[src/rtl/uart_rx_axis.sv]
// rtl/uart_rx_axis.sv - UART receiver with AXI-Stream master output and elastic buffer (optional parity: UART_RX_PARITY_EN)
module uart_rx_axis #(
  parameter int CLKS_PER_BIT = 434,
  parameter int DATA_BITS    = 8,
  parameter int STOP_BITS    = 1,
  parameter int FIFO_DEPTH   = 16,
  parameter int PARITY_ODD   = 0
) (
  input  logic                          i_clk,
  input  logic                          i_rst_n,
  input  logic                          i_rxd,
  input  logic                          i_m_axis_tready,
  output logic                          o_m_axis_tvalid,
  output logic [DATA_BITS-1:0]          o_m_axis_tdata,
  output logic [1:0]                    o_m_axis_tuser,
  output logic [$clog2(FIFO_DEPTH):0]   o_fifo_lvl,
  output logic                          o_overflow,
  output logic                          o_busy
);

  localparam int CW = $clog2(CLKS_PER_BIT);
  localparam int PW = $clog2(FIFO_DEPTH);
  localparam int LW = PW + 1;
  localparam int EW = DATA_BITS + 2;
  localparam logic [CW-1:0] HALF_CNT  = CW'(CLKS_PER_BIT / 2);
  localparam logic [CW-1:0] LAST_CNT  = CW'(CLKS_PER_BIT - 1);
  localparam logic [3:0]    LAST_DATA = 4'(DATA_BITS - 1);
  localparam logic [3:0]    LAST_STOP = 4'(STOP_BITS - 1);
  localparam logic [LW-1:0] FULL_LVL  = LW'(FIFO_DEPTH);

`ifdef UART_RX_PARITY_EN
  typedef enum logic [2:0] {ST_IDLE, ST_START, ST_DATA, ST_PARITY, ST_STOP} state_t;
`else
  typedef enum logic [2:0] {ST_IDLE, ST_START, ST_DATA, ST_STOP} state_t;
`endif

  logic                 rxd_meta_q, rxs_q, rxs_prev_q;
  state_t               state_q, state_d;
  logic [CW-1:0]        cnt_q, cnt_d;
  logic [3:0]           bit_q, bit_d;
  logic [DATA_BITS-1:0] sh_q, sh_d;
  logic                 ferr_q, ferr_d;
  logic                 perr_q, perr_d;
  logic                 wr_q, wr_d;

  logic [EW-1:0]        mem_q [FIFO_DEPTH];
  logic [PW-1:0]        wr_ptr_q, wr_ptr_d, rd_ptr_q, rd_ptr_d;
  logic [LW-1:0]        lvl_q, lvl_d, mem_cnt;
  logic                 out_valid_q, out_valid_d;
  logic [EW-1:0]        out_data_q, out_data_d;
  logic                 ovf_q, ovf_d;
  logic                 rd_fire, accept, mem_we, mem_empty;
  logic [EW-1:0]        wdata;

  // 2-FF synchroniser plus a delayed copy for start-edge detection; idles high
  always_ff @(posedge i_clk or negedge i_rst_n) begin
    if (!i_rst_n) begin
      rxd_meta_q <= 1'b1;
      rxs_q      <= 1'b1;
      rxs_prev_q <= 1'b1;
    end else begin
      rxd_meta_q <= i_rxd;
      rxs_q      <= rxd_meta_q;
      rxs_prev_q <= rxs_q;
    end
  end

  // Receiver state register
  always_ff @(posedge i_clk or negedge i_rst_n) begin
    if (!i_rst_n) begin
      state_q <= ST_IDLE;
      cnt_q   <= '0;
      bit_q   <= '0;
      sh_q    <= '0;
      ferr_q  <= 1'b0;
      perr_q  <= 1'b0;
      wr_q    <= 1'b0;
    end else begin
      state_q <= state_d;
      cnt_q   <= cnt_d;
      bit_q   <= bit_d;
      sh_q    <= sh_d;
      ferr_q  <= ferr_d;
      perr_q  <= perr_d;
      wr_q    <= wr_d;
    end
  end

  // Frame sequencing: mid-bit sampling, shift-in LSB first, error capture, write strobe
  always_comb begin
    state_d = state_q;
    cnt_d   = cnt_q + 1'b1;
    bit_d   = bit_q;
    sh_d    = sh_q;
    ferr_d  = ferr_q;
    perr_d  = perr_q;
    wr_d    = 1'b0;
    case (state_q)
      ST_IDLE: begin
        cnt_d = '0;
        if (rxs_prev_q && !rxs_q) state_d = ST_START;
      end
      ST_START: begin
        if (cnt_q == HALF_CNT) begin
          cnt_d   = '0;
          bit_d   = '0;
          ferr_d  = 1'b0;
          perr_d  = 1'b0;
          state_d = rxs_q ? ST_IDLE : ST_DATA;
        end
      end
      ST_DATA: begin
        if (cnt_q == LAST_CNT) begin
          cnt_d = '0;
          sh_d  = {rxs_q, sh_q[DATA_BITS-1:1]};
          bit_d = bit_q + 1'b1;
          if (bit_q == LAST_DATA) begin
            bit_d = '0;
`ifdef UART_RX_PARITY_EN
            state_d = ST_PARITY;
`else
            state_d = ST_STOP;
`endif
          end
        end
      end
`ifdef UART_RX_PARITY_EN
      ST_PARITY: begin
        if (cnt_q == LAST_CNT) begin
          cnt_d   = '0;
          perr_d  = ((^sh_q) ^ rxs_q) != 1'(PARITY_ODD);
          state_d = ST_STOP;
        end
      end
`endif
      ST_STOP: begin
        if (cnt_q == LAST_CNT) begin
          cnt_d = '0;
          bit_d = bit_q + 1'b1;
          if (!rxs_q) ferr_d = 1'b1;
          if (bit_q == LAST_STOP) begin
            bit_d   = '0;
            wr_d    = 1'b1;
            state_d = ST_IDLE;
          end
        end
      end
      default: state_d = ST_IDLE;
    endcase
  end

`ifdef UART_RX_PARITY_EN
  assign wdata = {perr_q, ferr_q, sh_q};
`else
  assign wdata = {1'b0, ferr_q, sh_q};
`endif

  assign rd_fire   = out_valid_q & i_m_axis_tready;
  assign accept    = wr_q & ((lvl_q != FULL_LVL) | rd_fire);
  assign mem_cnt   = lvl_q - LW'(out_valid_q);
  assign mem_empty = (mem_cnt == '0);

  // Buffer control: output register is refilled from memory, or bypassed when memory is empty
  always_comb begin
    out_valid_d = out_valid_q;
    out_data_d  = out_data_q;
    rd_ptr_d    = rd_ptr_q;
    wr_ptr_d    = wr_ptr_q;
    mem_we      = 1'b0;
    lvl_d       = lvl_q + LW'(accept) - LW'(rd_fire);
    ovf_d       = wr_q & ~accept;
    if (!out_valid_q || rd_fire) begin
      if (!mem_empty) begin
        out_data_d  = mem_q[rd_ptr_q];
        out_valid_d = 1'b1;
        rd_ptr_d    = rd_ptr_q + 1'b1;
        mem_we      = accept;
      end else if (accept) begin
        out_data_d  = wdata;
        out_valid_d = 1'b1;
      end else begin
        out_valid_d = 1'b0;
      end
    end else begin
      mem_we = accept;
    end
    if (mem_we) wr_ptr_d = wr_ptr_q + 1'b1;
  end

  // Buffer pointers, level and output stage
  always_ff @(posedge i_clk or negedge i_rst_n) begin
    if (!i_rst_n) begin
      out_valid_q <= 1'b0;
      out_data_q  <= '0;
      rd_ptr_q    <= '0;
      wr_ptr_q    <= '0;
      lvl_q       <= '0;
      ovf_q       <= 1'b0;
    end else begin
      out_valid_q <= out_valid_d;
      out_data_q  <= out_data_d;
      rd_ptr_q    <= rd_ptr_d;
      wr_ptr_q    <= wr_ptr_d;
      lvl_q       <= lvl_d;
      ovf_q       <= ovf_d;
    end
  end

  // Buffer storage; contents are only meaningful between the pointers, so no reset
  always_ff @(posedge i_clk) begin
    if (mem_we) mem_q[wr_ptr_q] <= wdata;
  end

  assign o_m_axis_tvalid = out_valid_q;
  assign o_m_axis_tdata  = out_data_q[DATA_BITS-1:0];
  assign o_m_axis_tuser  = out_data_q[EW-1:DATA_BITS];
  assign o_fifo_lvl      = lvl_q;
  assign o_overflow      = ovf_q;
  assign o_busy          = (state_q != ST_IDLE);

endmodule

[config.mk]
export PLATFORM = sky130hd
export DESIGN_NAME = uart_rx_axis
export DESIGN_NICKNAME = d
export VERILOG_FILES = /design/src/rtl/uart_rx_axis.sv
export SDC_FILE = /design/constraint.sdc
export NUM_CORES = 1
export LEC_CHECK = 0
export ABC_AREA = 1
export CORE_AREA = 2 2 126 128
export DETAILED_ROUTE_END_ITERATION = 6
export DIE_AREA = 0 0 128 130
export PLACE_DENSITY = 0.77
export SYNTH_ARGS = -nofsm -noshare
export SYNTH_HDL_FRONTEND = slang
export SYNTH_SLANG_ARGS = --single-unit
[constraint.sdc]
create_clock -name i_clk -period 3.5 [get_ports i_clk]
set_input_delay 0.525 -clock i_clk [delete_from_list [all_inputs] [get_ports i_clk]]
set_output_delay 0.525 -clock i_clk [all_outputs]
set_load 0.05 [all_outputs]
==> impl_results.md <==
* Gpl congestion at between 0.9 and 1
* Post-CTS Hold Buffers at 0
* Critical-path top delay cell: nor2_1
* Crit-path cells: inv_1 > ha_1 > nand2_1 > nand3_1 > nand2_1 > nand3_2 > inv_2 > nand2_2 > nand2_2 > nor2_1
* First-pass GRT wire length at between 30000 and 40000 µm
* Share of cells above drive strength 1 at 0.0626
* # fillers at between 1000 and 1500
* Endpoints failing setup at 0
* Synth area leaders: edfxtp_1, dfrtp_1, nand2_1
* Predominant post-synthesis flop cell: edfxtp_1
* Synth unique cells at 30
* Initial Util at 0.584
* WP buf/inv at 2
* Final hold vios at 0
* Net Count, Synth at 962
* Final min period at around 2800 ps
* Critical path capture point type: register
* CP required at 3560 ps
* # DRC at 0
* Synth warn at 0
* Die H at between 100 and 150 µm
* Status: complete, no violations
* Gr usage total at 0.257
* Delay-heaviest family, CP: simple AND/OR/NAND/NOR gates
* Cells after Synth at ~940
* Slew @ Worst Pin at roughly 900 ps
* Largest net degree at the start of global routing at 75
* Global route total overflow at 0
* Maximum fanout along the worst path at 20
* Post-synthesis register bit count at a little under 200
* DP HPWL at 12700 µm
* Max cap viols at 0
* Vias in the first global route at approximately 6000
* Post CTS Setup Buffer Count at 0
* CTS root buf: clkbuf_16
* Setup CP Type: register to register
* Post-Syn Area at approximately 0.009 mm²
* Iteration-0 DRC Markers at between 400 and 500
* Die area at about 0.017 mm²
* Initial antenna violation count at 0
* FP Rows at 46
* Max Freq at about 360 MHz
* Chip width at approximately 130 µm
* Max-slew headroom at 0.414
* First drt pass iteration count at 5
* Nets at 971
* CP Data Arrival Time at ~2800 ps
* Post-Synthesis Mean Instance Area at just under 10 µm²
* H-tree Lvls at 4
* Clk_skew at approximately 8.2 ps
* Placed inst area at just over 0.009 mm²
* Port-buffer cells at 20
* Pleak at about 4.3 nW
* # diodes at 0
* I/O pin total at 22
* Number of synthesized flops with an enable pin at around 140
* Final period util at 0.793
* Final core occ at 0.636
* Sequential area share after synthesis at 0.625
* Core area at 0.0154 mm²
* Via/cell ratio at ~5.4
* Synth top area share at 0.480
* Max incr delay on CP at 700 ps
* Setup Total Neg Slack at 0 ps
* PostCTS Resize Cnt at 0
* Area leader, netlist: edfxtp_1
* CTS tree: yes
* Area Overhead vs Synth at 8.83%
* Post-DR wirelength/cell at ~17 µm
* Worst vdd ir at roughly 540 µV
* Min-Delay Path Class: input port to async pin
* Sink Count at 196
* Pwr Density at between 700 and 800 mW/mm²
* RSZ-0062 raised after global routing: false
* Via Count at 6256
* Inserted Clock Buffers at 17
* Total Wirelength at roughly 20000 µm
* Total chip power at a little under 7 mW
* Synth async-reset ratio at 0.265
* Worst-Skew Late Latency at approximately 430 ps
* Slew Limit Fails at 0
* Antenna violation net count after detailed routing at 0
* Cell area after layout at roughly 0.0098 mm²
* Crit path launch type: register
* Clock Pin Slew Worst Setup and Hold Paths at ~70 ps
* Max clock buf depth at 2
## placed cells by master, fill, tap and decap left out, drive strengths merged, types with 7 or more instances in the layout
| cell type | instances |
|---|---|
| ha | 21 |
| nand2 | 319 |
| nand3 | 129 |
| clkbuf | 18 |
| a21oi | 7 |
| edfxtp | 144 |
| nor2 | 47 |
| dfrtp | 49 |
| clkdlybuf4s50 | 19 |
| o21ai | 29 |
| inv | 128 |
| xor2 | 10 |
| clkinv | 12 |
## where the power goes
part           internal (mW)  total, mW  switching (mW)
Sequential              2.61       2.78           0.172
Clock                  0.899       1.72           0.823
Combinational          0.726       2.45            1.72
## registers in the layout, indices dropped and copies added, names as in the netlist
| register | cells |
|---|---|
| rxs_prev_q | 1 |
| rxd_meta_q | 1 |
| cnt_q | 9 |
| ferr_q | 1 |
| sh_q | 8 |
| o_overflow | 1 |
| out_data_q | 9 |
| wr_q | 1 |
| state_q | 2 |
| rd_ptr_q | 4 |
| bit_q | 4 |
| o_fifo_lvl | 5 |
| wr_ptr_q | 4 |
| o_m_axis_tvalid | 1 |
| rxs_q | 1 |
| mem_q | 144 |
## logic make-up (layout without fill, tap and decap cells)
group | count (synthesis) | after routing | synth area share
buffers and inverters | 164 | 186 | 0.0760
AO/OA/AOI/OAI | 37 | 37 | 0.0208
flip-flops | 196 | 196 | 0.625
adder cells (fa/ha/maj) | 22 | 22 | 0.0314
other | 1 | 1 | 0.000416
XOR/XNOR | 10 | 10 | 0.00972
AND/OR/NAND/NOR | 506 | 506 | 0.237
## worst paths after layout
| kind | startpoint | end | slack, ps | cells past startpoint |
|---|---|---|---|---|
| setup reg to reg | o_fifo_lvl[1]$_DFF_PN0_ | mem_q[14][1]$_DFFE_PP_ | 720 | 10 |
| hold reg to reg | rxd_meta_q$_DFF_PN1_ | rxs_q$_DFF_PN1_ | 360 | 0 |
| setup / recovery | o_fifo_lvl[1]$_DFF_PN0_ | mem_q[14][1]$_DFFE_PP_ | 720 | 10 |
| max in group asynchronous | i_rst_n | rxd_meta_q$_DFF_PN1_ | 2470 | 2 |
| hold / removal | i_rst_n | bit_q[1]$_DFFE_PN0P_ | 200 | 1 |
| min in group i_clk | rxd_meta_q$_DFF_PN1_ | rxs_q$_DFF_PN1_ | 360 | 0 |
## per-stage QoR
step	hold slack [ps]	setup slack, ps	instances
after detailed placement	350	667	1118
after global routing	264	502	1150
after floorplan	229	830	936
after global placement	347	768	1118
after CTS	217	752	1150
final	204	725	1150
## final cells by class
cell class / instances / area, µm² / share of cell area
Tap cell: 192 / 240 / 0.0245
Timing Repair Buffer: 25 / 233 / 0.0237
Multi-Input combinational cell: 576 / 2700 / 0.275
Clock buffer: 18 / 429 / 0.0438
Inverter: 129 / 489 / 0.0499
Sequential cell: 196 / 5630 / 0.574
Clock inverter: 14 / 87.6 / 0.00893
## Yosys cell counts (7+ instances only)
| library cell | n |
|---|---|
| o21ai_0 | 15 |
| ha_1 | 21 |
| buf_2 | 15 |
| clkbuf_1 | 7 |
| inv_2 | 8 |
| nand2_1 | 312 |
| dfrtp_1 | 49 |
| a21oi_1 | 7 |
| inv_1 | 116 |
| buf_4 | 10 |
| o21ai_1 | 14 |
| xor2_1 | 10 |
| nor2_1 | 47 |
| nand3_1 | 127 |
| edfxtp_1 | 144 |
## per-layer routing
metal / vias to the layer above / wire length [µm] / share of wire / GRT usage
met3: 50 / 1240 / 0.062 / 0.0463
met2: 238 / 10000 / 0.50 / 0.444
met4: 0 / 608 / 0.030 / 0.105
met5: - / 0 / 0 / 0
li1: 3031 / - / - / -
met1: 2937 / 8180 / 0.41 / 0.325
Note: power is estimated with default switching activity, not from simulation.
==> patch (same settings) <==
Re-encode `state_t` (4 states) as one-hot, 4 bits wide.
--- a/src/rtl/uart_rx_axis.sv
+++ b/src/rtl/uart_rx_axis.sv
@@ -32,5 +32,5 @@
   typedef enum logic [2:0] {ST_IDLE, ST_START, ST_DATA, ST_PARITY, ST_STOP} state_t;
 `else
-  typedef enum logic [2:0] {ST_IDLE, ST_START, ST_DATA, ST_STOP} state_t;
+  typedef enum logic [3:0] {ST_IDLE = 4'b0001, ST_START = 4'b0010, ST_DATA = 4'b0100, ST_STOP = 4'b1000} state_t;
 `endif
 
Behaviour: same outputs for any inputs over 10 cycles, from zero or initial values and one cycle with i_rst_n low; not proved beyond that.
==> patch against the original RTL <==
- via count fell by 0.21%
- final cell count shrank 0.35%
- sequential cell count up 2
- non-clock buffer count unchanged
- sequential power up 2%
- design area up 1.1%
- area after synthesis rose by 0.26%
- hold slack got worse by 83 ps
- clock power grew 11%
- global-route usage fell by 1.0 points
- total power grew 5.1%
- setup slack better by 320 ps
- sequential share of layout area decreased by 0.091 points
- wire length is 5.1% lower
- largest cell class unchanged
- highest routed layer unchanged
==> patch: results (changes against the original RTL) <==
post-synthesis mux area share -> 0% (unchanged)
GR Util met2 -> 38.7% (-5.8 points)
Clk power -> 1910 uW (+11%)
worst slack, placed -> 762 ps (+95.1 ps)
Total GRT Usage -> 24.7% (-1.0 points)
share of flip-flops with an asynchronous set or reset -> 27.3% (+0.74 points)
layout cells sized above 1 -> 5.66% (-0.60 points)
first-pass GRT wire length -> 30.5 mm (-2.9%)
initial detailed-routing violation count -> 786 (+62%)
Critical Path Fanout Max -> 6 (-70%)
Area Overhead vs Synth -> 9.71%
Synth top cells by count -> 306 x nand2_1, 144 x edfxtp_1, 135 x nand3_1
Syn Inst Count -> 933 (-0.32%)
drt first pass iters -> 6 (+1)
NumNets Final -> 963 (-0.82%)
M1 WL -> 8.12 mm (-0.78%)
met1 usage in global routing -> 33.6% (+1.2 points)
Top delay family on crit path -> adder cells
Synth cell types -> 34 (+13%)
Crit path largest cell delay -> 440 ps (-260 ps)
area of the multi-input gates -> 2680 um^2 (-0.79%)
Compound-Gate Fraction of Synth Area -> 2.29% (+0.20 points)
Fillers -> 1,162 (-2.8%)
Post-Synth Adder-Cell Area -> 2.58% (-0.56 points)
post-synthesis xor/xnor area fraction -> 1.45% (+0.48 points)
max layer used -> met4
Clock power frac -> 26.1% (+1.3 points)
DR WL met3 -> 1.48 mm (+20%)
outcome -> complete, no violations
leakage power total -> 0.00435 uW (+0.99%)
slack of the worst reg-to-reg path -> 1050 ps (+320 ps)
clk tree area frac -> 5.97% (+0.70 points)
Reg-to-Reg End -> o_fifo_lvl[4]$_DFF_PN0_
cts bufs inserted -> 17 (unchanged)
sequential cell area share -> 57.3% (-0.091 points)
maximum vdd drop -> 484 uV (-11%)
slowest CP cell -> dfrtp_1
DR WL/cell -> 16.6 um (-4.8%)
Pint -> 4400 uW (+4.1%)
Multi-In Gates -> 572 (-0.69%)
WP data arrival -> 2780 ps (-60 ps)
Seq/Total Area, Yosys -> 62.9% (+0.40 points)
Post-Route WL -> 19.0 mm (-5.1%)
Fin Hold WS -> 120 ps (-83.4 ps)
dpl cell area -> 9320 um^2 (+0.32%)
Inst Count DP -> 1,114 (-0.36%)
skew final -> 9.85 ps (+1.65 ps)
invs w/o clock -> 127 (-1.6%)
vias in the first global route -> 5,800 (-3.9%)
Post-Syn Area -> 9030 um^2 (+0.26%)
non-clk buf share -> 2.47% (+0.10 points)
Reg2Reg Depth -> 12 (+2)
WL met2 -> 8.83 mm (-12%)
r2r startpoint -> o_fifo_lvl[2]$_DFF_PN0_
num sequential -> 198 (+1.0%)
slew margin rel. -> 41.6% (+0.22 points)
-- patch: cell types whose count changed after synthesis, sizes merged, moves of 2 or more --
cell,change
nand4,-2
nor2,-3
xnor2,+2
o21ai,+2
xor2,+3
ha,-4
nor3,-2
nand2,-9
nand3,+8
-- patch: how the worst max path moves through the flow --
stage                                  from                       to  slack (ps)  cells after the start
detailed placement          i_m_axis_tready  o_fifo_lvl[4]$_DFF_PN0_         760                     12
CTS                 o_fifo_lvl[2]$_DFF_PN0_  o_fifo_lvl[4]$_DFF_PN0_        1030                     12
global route        o_fifo_lvl[2]$_DFF_PN0_  o_fifo_lvl[4]$_DFF_PN0_         830                     12
finish              o_fifo_lvl[2]$_DFF_PN0_  o_fifo_lvl[4]$_DFF_PN0_        1050                     12
floorplan           o_fifo_lvl[2]$_DFF_PN0_  o_fifo_lvl[4]$_DFF_PN0_         880                     12
global placement            i_m_axis_tready  o_fifo_lvl[4]$_DFF_PN0_         800                     12
